### src/rtl/vga_timing_ctrl_if.sv
// Signal bundle between the VGA timing controller and its consumer.
// The master side (the controller) receives run/irq_ack and drives the
// timing, position, strobe and status outputs.
interface vga_timing_ctrl_if;
    logic       run;
    logic       irq_ack;
    logic       hsync;
    logic       vsync;
    logic       video_on;
    logic [9:0] x;
    logic [9:0] y;
    logic       pix_tick;
    logic       line_start;
    logic       frame_start;
    logic       busy;
    logic       frame_irq;

    modport master (
        input  run, irq_ack,
        output hsync, vsync, video_on, x, y, pix_tick,
               line_start, frame_start, busy, frame_irq
    );

    modport slave (
        output run, irq_ack,
        input  hsync, vsync, video_on, x, y, pix_tick,
               line_start, frame_start, busy, frame_irq
    );
endinterface

### src/rtl/vga_timing_ctrl.sv
// VGA timing controller: pixel-rate divider, horizontal/vertical counters,
// registered sync/video_on aligned with x/y, and an IDLE/RUN/DRAIN FSM that
// always completes the frame in flight before stopping.
// Optional feature macro: VGA_FRAME_IRQ_EN adds the sticky frame_irq flag
// (set at the end of the active area, cleared by irq_ack).
module vga_timing_ctrl #(
    parameter int H_ACTIVE = 640,
    parameter int H_FP     = 16,
    parameter int H_SYNC   = 96,
    parameter int H_BP     = 48,
    parameter int V_ACTIVE = 480,
    parameter int V_FP     = 10,
    parameter int V_SYNC   = 2,
    parameter int V_BP     = 33,
    parameter bit HS_POL   = 1'b0,
    parameter bit VS_POL   = 1'b0,
    parameter int CLK_DIV  = 2
) (
    input  logic               clk,
    input  logic               rst,
    vga_timing_ctrl_if.master  bus
);
    localparam int H_TOTAL = H_ACTIVE + H_FP + H_SYNC + H_BP;
    localparam int V_TOTAL = V_ACTIVE + V_FP + V_SYNC + V_BP;

    localparam logic [9:0]  H_LAST     = 10'(H_TOTAL - 1);
    localparam logic [9:0]  V_LAST     = 10'(V_TOTAL - 1);
    localparam logic [9:0]  V_ACT_LAST = 10'(V_ACTIVE - 1);
    localparam logic [10:0] H_ACT      = 11'(H_ACTIVE);
    localparam logic [10:0] HS_BEG     = 11'(H_ACTIVE + H_FP);
    localparam logic [10:0] HS_END     = 11'(H_ACTIVE + H_FP + H_SYNC);
    localparam logic [10:0] V_ACT      = 11'(V_ACTIVE);
    localparam logic [10:0] VS_BEG     = 11'(V_ACTIVE + V_FP);
    localparam logic [10:0] VS_END     = 11'(V_ACTIVE + V_FP + V_SYNC);
    localparam logic [3:0]  DIV_MAX    = 4'(CLK_DIV - 1);

    typedef enum logic [1:0] {IDLE, RUN, DRAIN} state_t;

    state_t     state_reg, state_next;
    logic [3:0] div_reg, div_next;
    logic [9:0] x_reg, x_next;
    logic [9:0] y_reg, y_next;
    logic       hsync_reg, hsync_next;
    logic       vsync_reg, vsync_next;
    logic       video_reg, video_next;
    logic       line_reg, line_next;
    logic       frame_reg, frame_next;

    logic active;
    logic tick;
    logic x_wrap;
    logic frame_end;

    assign active    = (state_reg != IDLE);
    assign tick      = active && (div_reg == DIV_MAX);
    assign x_wrap    = tick && (x_reg == H_LAST);
    assign frame_end = x_wrap && (y_reg == V_LAST);

    // Next state: stopping only happens on the last pixel of a frame
    always_comb begin
        state_next = state_reg;
        case (state_reg)
            IDLE:    if (bus.run) state_next = RUN;
            RUN:     if (!bus.run) state_next = DRAIN;
            DRAIN: begin
                if (bus.run)        state_next = RUN;
                else if (frame_end) state_next = IDLE;
            end
            default: state_next = IDLE;
        endcase
    end

    // Next divider/counter/strobe/sync values; syncs are decoded from the
    // next position so the registered outputs line up with x/y
    always_comb begin
        div_next   = div_reg;
        x_next     = x_reg;
        y_next     = y_reg;
        line_next  = 1'b0;
        frame_next = 1'b0;
        if (state_next == IDLE) begin
            div_next = 4'd0;
            x_next   = 10'd0;
            y_next   = 10'd0;
        end else if (state_reg == IDLE) begin
            // First pixel of a fresh frame is shown immediately at (0,0)
            div_next   = 4'd0;
            x_next     = 10'd0;
            y_next     = 10'd0;
            line_next  = 1'b1;
            frame_next = 1'b1;
        end else begin
            div_next = tick ? 4'd0 : div_reg + 4'd1;
            if (x_wrap) begin
                x_next     = 10'd0;
                line_next  = 1'b1;
                frame_next = (y_reg == V_LAST);
                y_next     = (y_reg == V_LAST) ? 10'd0 : y_reg + 10'd1;
            end else if (tick) begin
                x_next = x_reg + 10'd1;
            end
        end

        hsync_next = ~HS_POL;
        vsync_next = ~VS_POL;
        video_next = 1'b0;
        if (state_next != IDLE) begin
            if ({1'b0, x_next} >= HS_BEG && {1'b0, x_next} < HS_END)
                hsync_next = HS_POL;
            if ({1'b0, y_next} >= VS_BEG && {1'b0, y_next} < VS_END)
                vsync_next = VS_POL;
            video_next = ({1'b0, x_next} < H_ACT) && ({1'b0, y_next} < V_ACT);
        end
    end

    // State, counters and all timing outputs, cleared asynchronously
    always_ff @(posedge clk or posedge rst) begin
        if (rst) begin
            state_reg <= IDLE;
            div_reg   <= 4'd0;
            x_reg     <= 10'd0;
            y_reg     <= 10'd0;
            hsync_reg <= ~HS_POL;
            vsync_reg <= ~VS_POL;
            video_reg <= 1'b0;
            line_reg  <= 1'b0;
            frame_reg <= 1'b0;
        end else begin
            state_reg <= state_next;
            div_reg   <= div_next;
            x_reg     <= x_next;
            y_reg     <= y_next;
            hsync_reg <= hsync_next;
            vsync_reg <= vsync_next;
            video_reg <= video_next;
            line_reg  <= line_next;
            frame_reg <= frame_next;
        end
    end

`ifdef VGA_FRAME_IRQ_EN
    logic irq_reg;
    logic irq_set;

    // Leaving the last active line marks the end of the visible frame
    assign irq_set = x_wrap && (y_reg == V_ACT_LAST);

    // Sticky flag; a set on the same clk as an ack takes priority
    always_ff @(posedge clk or posedge rst) begin
        if (rst)              irq_reg <= 1'b0;
        else if (irq_set)     irq_reg <= 1'b1;
        else if (bus.irq_ack) irq_reg <= 1'b0;
    end

    assign bus.frame_irq = irq_reg;
`else
    logic unused_irq;
    assign unused_irq    = bus.irq_ack ^ (|V_ACT_LAST);
    assign bus.frame_irq = 1'b0;
`endif

    assign bus.pix_tick    = tick;
    assign bus.busy        = active;
    assign bus.x           = x_reg;
    assign bus.y           = y_reg;
    assign bus.hsync       = hsync_reg;
    assign bus.vsync       = vsync_reg;
    assign bus.video_on    = video_reg;
    assign bus.line_start  = line_reg;
    assign bus.frame_start = frame_reg;
endmodule

### src/flat_wrapper.sv
// flat-port wrapper written by rule: the top's interface ports become plain ports
module vga_timing_ctrl_flat 
#(
    parameter int H_ACTIVE = 640,
    parameter int H_FP     = 16,
    parameter int H_SYNC   = 96,
    parameter int H_BP     = 48,
    parameter int V_ACTIVE = 480,
    parameter int V_FP     = 10,
    parameter int V_SYNC   = 2,
    parameter int V_BP     = 33,
    parameter bit HS_POL   = 1'b0,
    parameter bit VS_POL   = 1'b0,
    parameter int CLK_DIV  = 2
)
  (clk, rst, bus_run, bus_irq_ack, bus_hsync, bus_vsync, bus_video_on, bus_x, bus_y, bus_pix_tick, bus_line_start, bus_frame_start, bus_busy, bus_frame_irq);
  vga_timing_ctrl_if bus_i ();
  input  logic clk;
  input  logic rst;
  input wire logic [$bits(bus_i.run)-1:0] bus_run;
  input wire logic [$bits(bus_i.irq_ack)-1:0] bus_irq_ack;
  output wire logic [$bits(bus_i.hsync)-1:0] bus_hsync;
  output wire logic [$bits(bus_i.vsync)-1:0] bus_vsync;
  output wire logic [$bits(bus_i.video_on)-1:0] bus_video_on;
  output wire logic [$bits(bus_i.x)-1:0] bus_x;
  output wire logic [$bits(bus_i.y)-1:0] bus_y;
  output wire logic [$bits(bus_i.pix_tick)-1:0] bus_pix_tick;
  output wire logic [$bits(bus_i.line_start)-1:0] bus_line_start;
  output wire logic [$bits(bus_i.frame_start)-1:0] bus_frame_start;
  output wire logic [$bits(bus_i.busy)-1:0] bus_busy;
  output wire logic [$bits(bus_i.frame_irq)-1:0] bus_frame_irq;
  assign bus_i.run = bus_run;
  assign bus_i.irq_ack = bus_irq_ack;
  assign bus_hsync = bus_i.hsync;
  assign bus_vsync = bus_i.vsync;
  assign bus_video_on = bus_i.video_on;
  assign bus_x = bus_i.x;
  assign bus_y = bus_i.y;
  assign bus_pix_tick = bus_i.pix_tick;
  assign bus_line_start = bus_i.line_start;
  assign bus_frame_start = bus_i.frame_start;
  assign bus_busy = bus_i.busy;
  assign bus_frame_irq = bus_i.frame_irq;
  vga_timing_ctrl #(.H_ACTIVE(H_ACTIVE), .H_FP(H_FP), .H_SYNC(H_SYNC), .H_BP(H_BP), .V_ACTIVE(V_ACTIVE), .V_FP(V_FP), .V_SYNC(V_SYNC), .V_BP(V_BP), .HS_POL(HS_POL), .VS_POL(VS_POL), .CLK_DIV(CLK_DIV)) u_core (.clk(clk), .rst(rst), .bus(bus_i));
endmodule
### config.mk
export PLATFORM = sky130hd
export DESIGN_NAME = vga_timing_ctrl_flat
export DESIGN_NICKNAME = d
export VERILOG_FILES = /design/src/rtl/vga_timing_ctrl_if.sv /design/src/rtl/vga_timing_ctrl.sv /design/src/flat_wrapper.sv
export SDC_FILE = /design/constraint.sdc
export NUM_CORES = 1
export LEC_CHECK = 0
export BUFFER_PORTS_ARGS = -buffer_cell sky130_fd_sc_hd__buf_4
export CAP_MARGIN = 20
export CORE_MARGIN = 3
export CORE_UTILIZATION = 35
export DETAILED_ROUTE_END_ITERATION = 8
export SYNTH_ARGS = -nofsm -noshare
export SYNTH_HDL_FRONTEND = slang
export SYNTH_SLANG_ARGS = --single-unit
### constraint.sdc
create_clock -name clk -period 2.2 [get_ports clk]
set_input_delay 0.22 -clock clk [delete_from_list [all_inputs] [get_ports clk]]
set_output_delay 0.22 -clock clk [all_outputs]
set_load 0.03 [all_outputs]
* Word level (Yosys, flattened, before mapping)
Index checks and enable logic that the tools add are counted.
** Storage, ports and cells
- Flip-flop bits (word level) :: 31
- Output and inout bits :: 28
- Word-level logic and storage cells :: 60
** Cells by class
- Add/sub/neg operators :: 3
- Magnitude comparators :: 6
- Equal/unequal tests :: 5
- Mux-type cells :: 27
- Reduce and logical (&&, ||, !) cells :: 10
** Operator list (count)
- 2-to-1 mux 10 bit :: 8
- adder 10 x 1 -> 10 bit (second input constant) :: 2
- == test 10 bit (second input constant) :: 2
- less-than comparator 10 bit (second input constant) :: 2
- less-than comparator 10 x 9 -> 1 bit (second input constant) :: 2
- 2-to-1 mux 4 bit :: 3
- 2-to-1 mux 1 bit :: 11
- >= comparator 10 bit (second input constant) :: 1
- >= comparator 10 x 9 -> 1 bit (second input constant) :: 1
- 2-to-1 mux 2 bit :: 4
- logical AND 1 bit :: 6
- case mux 2 bit (3 select lines) :: 1
- adder 4 x 1 -> 4 bit (second input constant) :: 1
- == test 4 x 1 -> 1 bit (second input constant) :: 1
- logical NOT 2 bit :: 2
- nonzero test 2 bit :: 2
- == test 2 x 1 -> 1 bit (second input constant) :: 1
- == test 2 bit (second input constant) :: 1

* Depth between registers and ports, before layout
Gate-level depths: netlist of the first run.
- Word-level depth :: 13
- Depth in mapped cells :: 9
- Gate-level depth less buffers :: 8

* Worst setup path after synthesis of the first run
Ideal clock, no wire load.
- Path type :: flip-flop to flip-flop
- Start :: register u_core.x_reg[0] (netlist: u_core.bus.x[0])
- End :: register u_core.video_reg (netlist: u_core.bus.video_on)
- Data arrival time :: 2.086 ns
- Data required time :: 2.070 ns
- Slack :: -0.016 ns
- Cell stages (with the launch flop) :: 9
- Cells stage by stage :: dfrtp_1 > ha_1 > and4bb_2 > nand4_4 > buf_6 > or3_1 > a21o_1 > a21oi_2 > nor4_2
** On the way
- Longest elaborated chain between the ends :: 11
- Elaborated cells between the ends (all ways) :: 20
** RTL lines
- from (decl) :: line vga_timing_ctrl.sv:41 : logic [9:0] x_reg, x_next;
- from (signal assigned) :: line vga_timing_ctrl.sv:131 : x_reg <= x_next;
- branches (longest 10 deep; another with adder 10 x 1 -> 10 bit)
- 2-to-1 mux 1 bit (*) :: line vga_timing_ctrl.sv:107 : if (state_next != IDLE) begin
- via u_core.video_next :: line vga_timing_ctrl.sv:45 : logic video_reg, video_next;
- to (signal assigned) :: line vga_timing_ctrl.sv:135 : video_reg <= video_next;
- to (decl) :: line vga_timing_ctrl.sv:45
Mark *: on every way through the listed nets, which the timed path passes.

* Final worst setup path of the first run
- Start :: register u_core.div_reg[1]
- End :: register u_core.video_reg (netlist: u_core.bus.video_on)
** On the way
- Longest elaborated chain between the ends :: 12
- Elaborated cells between the ends (all ways) :: 20
** RTL lines
- from (decl) :: line vga_timing_ctrl.sv:40 : logic [3:0] div_reg, div_next;
- from (signal assigned) :: line vga_timing_ctrl.sv:130 : div_reg <= div_next;
- == test 4 x 1 -> 1 bit (*) :: line vga_timing_ctrl.sv:55 : assign tick = active && (div_reg == DIV_MAX);
- logical AND 1 bit (*) :: line vga_timing_ctrl.sv:55
- logical AND 1 bit (*) :: line vga_timing_ctrl.sv:56 : assign x_wrap = tick && (x_reg == H_LAST);
- logical AND 1 bit :: line vga_timing_ctrl.sv:57 : assign frame_end = x_wrap && (y_reg == V_LAST);
- 2-to-1 mux 2 bit :: line vga_timing_ctrl.sv:67 : else if (frame_end) state_next = IDLE;
- 2-to-1 mux 2 bit :: line vga_timing_ctrl.sv:66 : if (bus.run) state_next = RUN;
- case mux 2 bit (3 select lines) :: line vga_timing_ctrl.sv:62 : case (state_reg)
- logical NOT 2 bit :: line vga_timing_ctrl.sv:81 : if (state_next == IDLE) begin
- 2-to-1 mux 10 bit (*) :: line vga_timing_ctrl.sv:81
- via u_core.y_next[8] :: line vga_timing_ctrl.sv:42 : logic [9:0] y_reg, y_next;
- less-than comparator 10 x 9 -> 1 bit (*) :: line vga_timing_ctrl.sv:112 : video_next = ({1'b0, x_next} < H_ACT) && ({1'b0, y_next} < V_ACT);
- logical AND 1 bit (*) :: line vga_timing_ctrl.sv:112
- 2-to-1 mux 1 bit (*) :: line vga_timing_ctrl.sv:107
- via u_core.video_next :: line vga_timing_ctrl.sv:45
The timed path passes the listed nets; every way through them passes the cells marked *.

==> run_results.csv, run 1 <==
group,metric,value,unit
setup_path,critPathMaxFanout,5,
route,dr.pass1.iters,4,
layout,stdcell_area,2390,um^2
route,drc_errors,0,
layout,stdcell_count,306,
route,wl_per_cell,13.9,um
grt,grt_first_pass_wirelength,6930,um
synthesis,synth_edf_count,0,
grt,grt_overflow,0,
layout,fin_nets,247,
sta,worst_slew_pin_slew,0.815,ns
setup_path,r2r_end,"u_core.bus.video_on",
cts,clk_pin_slew_worst_paths,0.07,ns
sta,setup_slack,0.112,ns
setup_path,path_cells,"inv_1, ha_1, and4bb_4, nand4_2, o31a_1, o21ba_1, nor4b_4, nor4_2",
setup_path,crit_slowest_cell,"dfrtp_1",
synthesis,syn_area_per_cell,10.0,um^2
cts,cts_max_level,2,
synthesis,yosys_warnings,0,
min_path,hold_class,"in -> async",
sta,skew,0.00462,ns
die,start_util,0.376,
synthesis,synth-xor-area-share,0.0955,
power,pwr-share-seq,0.484,
route,detail-route-antenna-nets,0,
cts,cts_sinks,31,
power,p_clk_frac,0.350,
route,num_vias,1530,
synthesis,synthSimpleGateAreaFrac,0.297,
setup_path,r2r_start,"u_core.div_reg[1]",
grt,grtUsageTotal,0.145,
sta,finalCritPeriodShare,0.949,
power,p_leak,1.08,nW
grt,first_global_vias,1439,
setup_path,startpoint_type,"register",
sta,setup_violations,0,
die,fp.dieW,78.4,um
cts,cts_tree,"yes",
synthesis,synth_compound_area_frac,0.103,
die,row_count,25,
grt,gr-usage-met3,0.0401,
sta,hold_viol,0,
grt,met1_usage,0.195,
grt,grt_busiest_layer,"met2",
setup_path,path_class,"reg -> reg",
synthesis,synth_nets,192,
setup_path,endpoint_kind,"register",
sta,timing.setup.tns,0,ns
placed_design,portBuffers,29,
cts,root_buffer,"clkbuf_8",
setup_path,crit_required,2.40,ns
synthesis,synth_area,1830,um^2
grt,grt_max_degree,22,
die,dieArea,6140,um^2
placed_design,place.gp.congestion,0.804,
sta,holdWs,0.0881,ns
synthesis,ys_types,56,
route,drt-initial-drc-count,71,
power,p_comb_frac,0.167,
synthesis,ys_async_sr_fraction,1.00,
route,drt-total-wl,4270,um
sta,period_minus_slack,2.09,ns
power,p_total,1.25,mW
sta,maxSlewHeadroom,0.456,
placed_design,pre_cts_ws,0.0136,ns
layout,syn_to_final_growth,30.4,%
placed_design,dpl.cell_count,294,
grt,antenna_found_initial,0,
sta,rsz0062_at_grt,"false",
power,peakVddDrop,316,uV
synthesis,synth_cells,183,
cts,cts-hold-fix-buffers,0,
power,power.switching,351,uW
sta,clock.fmax,479,MHz
die,core,4880,um^2
setup_path,r2r_cells,8,
outcome,status,"completed",
route,viasPerCell,5.00,
synthesis,synthMuxAreaShare,0.00546,
layout,drive_above_1_share,0.347,
layout,diodes,0,
synthesis,synth-seq-cells,31,
job,max-cap-violations,0,
cts,clock_path_buffers,2,
die,die_h,78.4,um
synthesis,ys_seq_area_frac,0.424,
synthesis,synth_top_family_by_area,"simple AND/OR/NAND/NOR gates",
placed_design,place_area,2250,um^2
die,ios,32,
layout,final_util,0.490,
setup_path,cp.arrival,2.28,ns
synthesis,yosys.area_share.adder,0.0341,
power,p_int,897,uW
grt,grtUsageMet2,0.219,
power,switching_share,0.281,
synthesis,synth_ff_type,"dfrtp_1",
cts,clkLatencyLatePin,0.29,ns
power,power_density,522,nW/um^2
sta,slew_violations,0,
setup_path,regToRegSetupSlack,0.11,ns
placed_design,hpwl,3210,um
cts,cts_made_buffers,5,
setup_path,critPathMaxStageDelay,0.38,ns
[worst max path at each step]
stage,from,endpoint,slack [ns],cells after the start
2_1_floorplan,u_core.bus.x[7],u_core.bus.video_on,0.08,7
3_3_place_gp,u_core.div_reg[1],u_core.bus.vsync,0.06,8
3_5_place_dp,u_core.div_reg[1],u_core.bus.vsync,0.01,8
4_1_cts,u_core.div_reg[1],u_core.bus.y[5],0.02,8
5_1_grt,u_core.div_reg[1],u_core.bus.video_on,0.008,8
6_report,u_core.div_reg[1],u_core.bus.video_on,0.11,8
[layer usage]
layer	vias up	part of all wire	routed length, um
met1	723	0.46	1980
met2	38	0.47	1990
li1	761	-	-
met4	0	0.018	77
met5	-	0	0
met3	8	0.053	226
[kinds of logic (layout without fill, tap and decap cells)]
family / count (synthesis) / count (layout)
simple gates: 88 / 89
xor+xnor: 20 / 20
fa+ha+maj: 5 / 5
buf+inv: 13 / 68
mux: 1 / 1
flops: 31 / 31
other cells: 1 / 1
compound gates: 24 / 24
[area by class of cell]
class	instances	area [um^2]
Fill cell	484	2490
Multi-Input combinational cell	140	1020
Sequential cell	31	781
Timing Repair Buffer	52	390
Tap cell	67	83.8
Clock buffer	6	72.6
Inverter	8	30.0
Clock inverter	2	12.5
[power groups by stage]
stage               Sequential, mW  Clock [mW]  Combinational, mW
global route                 0.606       0.475              0.230
CTS                          0.604       0.454              0.210
global placement             0.614           0              0.206
floorplan                    0.635           0              0.105
finish                       0.604       0.437              0.208
detailed placement           0.615           0              0.209
[synthesized netlist by cell type (all sizes together), types with 2 or more instances]
library cell  number  area (um^2)
o31a               2         17.5
nor4               3         31.3
nand3              7         47.6
a21oi              5         32.5
xor2               8         70.1
nor3               2         15.0
nor2              31          116
and4               3         26.3
o31ai              2         28.8
dfrtp             29          726
nor2b              3         18.8
nor4b              3         47.5
buf                4         37.5
nand4             10         77.6
dfstp              2         52.6
nand2             11         41.3
or2                2         12.5
ha                 5         62.6
inv                8         30.0
o21ai              5         28.8
and3               3         18.8
and4bb             2         25.0
xnor2             12          105
[repair_timing]
item                                    in CTS  in global routing
gates resized for setup                      2                  2
endpoints found under the setup margin       3                  3
pin swaps                                    1                  3
endpoints found under the hold margin        0                  0
cloned                                       0                  1
setup buffers                                0                  3
[critical path: cells and delay by family (launching register included)]
kind | cells | cell delay (ns)
and+or+nand+nor | 4 | 0.83
AOI/OAI and AO/OA | 2 | 0.56
buffers and inverters | 1 | 0.06
DFF | 1 | 0.38
adders and majority gates | 1 | 0.17
[cells in the final DEF (no fill, tap or decap), types with 2 or more instances in the layout]
cell and count:
dfrtp_2 2, dfrtp_1 27, dfstp_2 2, a21oi_2 2, nand2_1 11, nand4_1 9
and4_1 3, nand3_1 6, ha_1 5, xor2_1 8, nor2_1 31, o21ai_0 3
and3_1 3, nor4b_4 2, nor2b_1 3, inv_1 8, a21oi_1 3, buf_4 52
clkbuf_8 5, nor4_2 3, xnor2_1 12, o31a_1 2
No activity file was read; power rests on OpenSTA's default activity.
==> inputs of run 2 (changes only) <==
- ABC_AREA: unset -> 1
==> run 2 against run 1 <==
Compared with the run above:
- setup slack gained 0.24 ns
- sequential share of layout area shrank 1.8 points
- sequential power shrank 0.7%
- final cell count grew 30%
- first-iteration DRC count grew 120%
- sequential cell count is the same
- combinational power shrank 8%
==> run_results.csv, run 2 <==
group,metric,value,unit
synthesis,yosys-top-cells-area,"dfrtp_1 (34%), nand2_1 (13%), inv_1 (8.3%)",
synthesis,yosys.area_share.adder,0.0296,
min_path,hold_class,"in -> async",
synthesis,synth_top_cell_by_area,"dfrtp_1",
sta,finalCritPeriodShare,0.841,
synthesis,synth-xor-area-share,0.0331,
grt,grtUsageTotal,0.158,
layout,layout_common_cells,"nand2_1 (74), inv_1 (47), nor2_1 (37), buf_4 (32), dfrtp_1 (29)",
setup_path,critPathMaxFanout,10,
grt,grt_max_degree,32,
sta,slew_violations,0,
synthesis,ys_async_sr_fraction,1.00,
die,ios,32,
sta,clock.fmax,540,MHz
synthesis,ys_types,32,
grt,grt_first_pass_wirelength,9090,um
setup_path,crit_slowest_cell,"dfrtp_1",
die,start_util,0.373,
route,dr.pass1.iters,4,
cts,cts-hold-fix-buffers,0,
cts,cts-resized-gates,0,
synthesis,yosysMostFrequentCell,"nand2_1",
die,die_h,83.7,um
die,fp.dieW,83.7,um
layout,n_fill_cell,561,
grt,grt_overflow,0,
synthesis,synth_ff_type,"dfrtp_1",
layout,drive_above_1_share,0.211,
synthesis,synth_top_cell_area_share,0.343,
cts,clkLatencyLatePin,0.28,ns
power,power_density,490,nW/um^2
die,row_count,27,
route,drt-total-wl,5030,um
setup_path,cp.arrival,2.01,ns
placed_design,portBuffers,29,
die,dieArea,7010,um^2
setup_path,critPathMaxStageDelay,0.45,ns
power,peakVddDrop,289,uV
layout,fin_nets,335,
synthesis,synth_top_family_by_area,"simple AND/OR/NAND/NOR gates",
synthesis,synth_edf_count,0,
cts,cts_setup_buffers,0,
die,core,5680,um^2
synthesis,synth_cells,288,
route,wl_per_cell,12.6,um
power,p_total,1.24,mW
layout,diodes,0,
layout,syn_to_final_growth,19.2,%
route,num_vias,1892,
cts,clock_path_buffers,2,
cts,cts_sinks,31,
cts,cts_tree,"yes",
synthesis,synth_nets,297,
outcome,status,"completed",
route,drt-initial-drc-count,154,
setup_path,endpoint_kind,"register",
synthesis,syn_area_per_cell,7.34,um^2
grt,antenna_found_initial,0,
cts,clk_pin_slew_worst_paths,0.08,ns
placed_design,place.gp.congestion,0.815,
cts,cts_made_buffers,5,
setup_path,r2r_start,"u_core.bus.y[0]",
grt,first_global_vias,1921,
synthesis,synthMuxAreaShare,0,
sta,rsz0062_at_grt,"false",
setup_path,path_cells,"inv_1, ha_1, nand2_1, nor2_1, nand2_1, nor2_4, nand3_4, nand2_4, nand2_4, inv_1, nor2_1",
sta,period_minus_slack,1.85,ns
route,detail-route-antenna-nets,0,
layout,final_common_cell,"nand2_1",
setup_path,startpoint_type,"register",
synthesis,synth_compound_area_frac,0.0396,
setup_path,crit_required,2.35,ns
sta,hold_viol,0,
synthesis,synth-seq-cells,31,
synthesis,synth_area,2110,um^2
power,p_leak,1.25,nW
job,max-cap-violations,0,
synthesis,yosys_warnings,0,
synthesis,ys_seq_area_frac,0.368,
synthesis,synthSimpleGateAreaFrac,0.435,
setup_path,path_class,"reg -> reg",
sta,setup_violations,0,
cts,cts_max_level,2,
placed_design,hpwl,3810,um
setup_path,cp-startpoint,"u_core.bus.y[0]",
route,viasPerCell,4.74,
synthesis,synth_common_cells,"nand2_1 (74), inv_1 (47), nor2_1 (37)",
cts,root_buffer,"clkbuf_8",
sta,skew,0.00927,ns
sta,timing.setup.tns,0,ns
route,drc_errors,0,
-- run 2: logic make-up after synthesis --
logic type,after synthesis
flops,31
xor+xnor,8
buf+inv,51
fa+ha+maj,5
other cells,1
compound gates,15
simple gates,177
-- run 2: layout make-up --
cell class	instances	area (um^2)	area share
Tap cell	72	90.1	0.0357
Sequential cell	31	778	0.309
Clock buffer	5	68.8	0.0273
Timing Repair Buffer	32	240	0.0953
Inverter	50	189	0.0749
Multi-Input combinational cell	206	1140	0.452
Clock inverter	3	15.0	0.00596
-- run 2: final timing paths --
path                                          to  slack (ns)  cells after the start
max in group asynchronous       u_core.bus.hsync        1.85                      3
max                        u_core.bus.line_start        0.35                     11
min in group clk             u_core.state_reg[0]        0.18                      3
min                              u_core.bus.y[6]        0.02                      3
min reg2reg                    u_core.div_reg[0]        0.50                      1
max reg2reg                u_core.bus.line_start        0.35                     11
-- run 2: through the flow --
stage	setup slack, ns	std cells	instance area [um^2]	hold WS, ns	utilization
2_1_floorplan	0.386	288	2110	0.322	-
3_3_place_gp	0.372	391	2440	0.340	0.429
3_5_place_dp	0.368	391	2440	0.342	0.429
4_1_cts	0.349	399	2520	0.0372	0.444
5_1_grt	0.136	399	2520	0.0693	0.444
6_report	0.349	399	2520	0.0190	0.444
-- run 2: power by group --
group / switching [mW] / total (mW) / internal (mW)
clock network: 0.229 / 0.445 / 0.217
logic: 0.136 / 0.191 / 0.0556
registers: 0.0135 / 0.600 / 0.586
-- run 2: layer usage --
layer | vias up | track usage | wire (um)
met5 | - | 0 | 0
met4 | 0 | 0.0497 | 66
met3 | 7 | 0.0306 | 234
met2 | 50 | 0.250 | 2260
met1 | 862 | 0.218 | 2470
li1 | 973 | - | -
-- run 2: critical path, delay by kind of cell, from the launching register on --
| family | cells | cell delay, ns |
|---|---|---|
| fa+ha+maj | 1 | 0.17 |
| buf+inv | 2 | 0.34 |
| flops | 1 | 0.45 |
| simple gates | 8 | 0.75 |
==> inputs of run 3 (changes only) <==
- ABC_AREA: 1 -> 0
- clock period: 2.2 -> 1.7 ns (I/O delays scaled with it)
==> run 3 against run 2 <==
Compared with the run above:
- the flow now finishes with violations (setup timing)
- power rose by 54%
- die area fell by 12%
- design area up 20%
- clock-buffer cell count rose by 1
- clock skew shrank 0.0011 ns
- final cell count shrank 11%
- hold slack improved by 0.078 ns
- fmax fell by 10%
- sequential share of layout area decreased by 4.8 points
- global-route usage up 2.2 points
- utilization grew 17 points
- via count down 5.2%
- critical path type unchanged
- critical endpoint is now u_core.bus.y[5]
- highest routed layer unchanged
==> run_results.csv, run 3 (synthesized netlist as in run 1, its figures left out) <==
group,metric,value,unit
setup_path,crit_slowest_cell,"or3_4",
outcome,violations,"setup timing",
power,power_density,631,nW/um^2
setup_path,cp.arrival,2.23,ns
setup_path,critPathMaxFanout,8,
min_path,hold_depth,2,
min_path,worstHoldEndpoint,"u_core.state_reg[1]",
setup_path,r2r_cells,8,
power,p_total,1.90,mW
setup_path,startpoint_type,"register",
die,start_util,0.376,
setup_path,path_cells,"inv_1, ha_2, and4bb_2, nand4_4, or3_4, a21o_1, a21oi_2, nor2_1",
route,dr.pass1.iters,4,
route,drt-total-wl,5370,um
cts,cts_sinks,31,
cts,cts_max_level,2,
cts,clk_pin_slew_worst_paths,0.07,ns
placed_design,place.gp.congestion,0.770,
setup_path,crit_required,1.87,ns
power,peakVddDrop,647,uV
layout,diodes,0,
sta,setup_slack,-0.359,ns
placed_design,hpwl,3660,um
die,ios,32,
outcome,status,"complete, but fails checks",
sta,slew_violations,0,
layout,n_fill_cell,420,
setup_path,cp.buffers_inverters,1,
grt,first_global_vias,1809,
layout,final_common_cell,"buf_4",
setup_path,critPathMaxStageDelay,0.44,ns
setup_path,path_delay_family,"simple AND/OR/NAND/NOR gates",
route,viasPerCell,5.04,
route,drc_errors,0,
sta,clock.fmax,486,MHz
sta,hold_viol,0,
setup_path,endpoint_kind,"register",
layout,syn_to_final_growth,64.6,%
sta,timing.setup.tns,-4.08,ns
placed_design,pre_cts_ws,-0.378,ns
route,num_vias,1793,
cts,clkLatencyLatePin,0.29,ns
grt,grt_first_pass_wirelength,8540,um
sta,setup_violations,24,
setup_path,r2r_end,"u_core.bus.y[5]",
min_path,hold_class,"in -> reg",
die,fp.dieW,78.4,um
die,row_count,25,
route,drt-initial-drc-count,136,
setup_path,regToRegSetupSlack,-0.36,ns
cts,cts_tree,"yes",
placed_design,portBuffers,29,
layout,stdcell_count,356,
route,detail-route-antenna-nets,0,
die,core,4880,um^2
power,p_leak,1.41,nW
setup_path,path_class,"reg -> reg",
die,dieArea,6140,um^2
layout,layout_common_cells,"buf_4 (89), nor2_1 (24), dfrtp_1 (21), buf_6 (13)",
layout,stdcell_area,3020,um^2
cts,clock_path_buffers,2,
sta,holdWs,0.0969,ns
sta,rsz0062_at_grt,"true",
layout,fin_nets,297,
job,max-cap-violations,0,
placed_design,dpl.cell_count,337,
grt,grtUsageTotal,0.180,
sta,finalCritPeriodShare,1.21,
setup_path,r2r_start,"u_core.div_reg[1]",
grt,antenna_found_initial,0,
placed_design,place_area,2580,um^2
route,wl_per_cell,15.1,um
sta,skew,0.00820,ns
layout,drive_above_1_share,0.588,
grt,grt_overflow,0,
min_path,min_from,"bus_run",
cts,cts_made_buffers,5,
die,die_h,78.4,um
grt,grt_max_degree,32,
sta,period_minus_slack,2.06,ns
cts,root_buffer,"clkbuf_8",
layout,final_util,0.619,
[run 3: changes by cell type in the layout (fill, tap and decap cells not counted), moves of 5 or more]
cell     before  now
nand3_1      28    5
a21oi_1       6    1
nor2_4        8    1
nor2_1       37   24
buf_4        32   89
dfrtp_1      29   21
nand2_1      74    6
o21ai_0       6    0
dfrtp_2       0    8
inv_1        47    8
xnor2_1       1    9
buf_6         0   13
[run 3: timing repair]
action	in CTS	in global routing
pin swaps	13	23
setup buffers	3	10
resized for setup	27	32
endpoints found under the hold margin	29	0
setup endpoints to repair	25	27
hold buffers	1	0
[run 3: worst max-delay path by stage]
stage | start | to | slack [ns] | cells past startpoint
finish | u_core.div_reg[1] | u_core.bus.y[5] | -0.36 | 8
global route | u_core.div_reg[1] | u_core.bus.vsync | -0.47 | 8
detailed placement | u_core.div_reg[1] | u_core.bus.vsync | -0.38 | 8
floorplan | u_core.bus.x[0] | u_core.bus.video_on | -0.37 | 8
global placement | u_core.div_reg[1] | u_core.bus.video_on | -0.34 | 9
CTS | u_core.div_reg[1] | u_core.bus.y[5] | -0.33 | 8
[run 3: final cells by class]
cell class	count	area, um^2	share of cell area
multi-input combinational	139	1170	0.389
timing repair buffer	103	825	0.273
sequential	31	788	0.261
tap	67	83.8	0.0278
clock buffer	6	82.6	0.0274
clock inverter	2	35.0	0.0116
inverter	8	30.0	0.00995
[run 3: routing by layer]
metal / vias up / wire length [um] / track usage
met4: 0 / 84 / 0.0787
li1: 855 / - / -
met3: 7 / 229 / 0.0356
met5: - / 0 / 0
met2: 47 / 2640 / 0.295
met1: 884 / 2410 / 0.230
[run 3: power by group]
group	internal [mW]	total (mW)	switching, mW	leakage [nW]
registers	0.765	0.779	0.0143	0.403
clock network	0.474	0.770	0.296	0.0612
logic	0.170	0.355	0.186	0.949
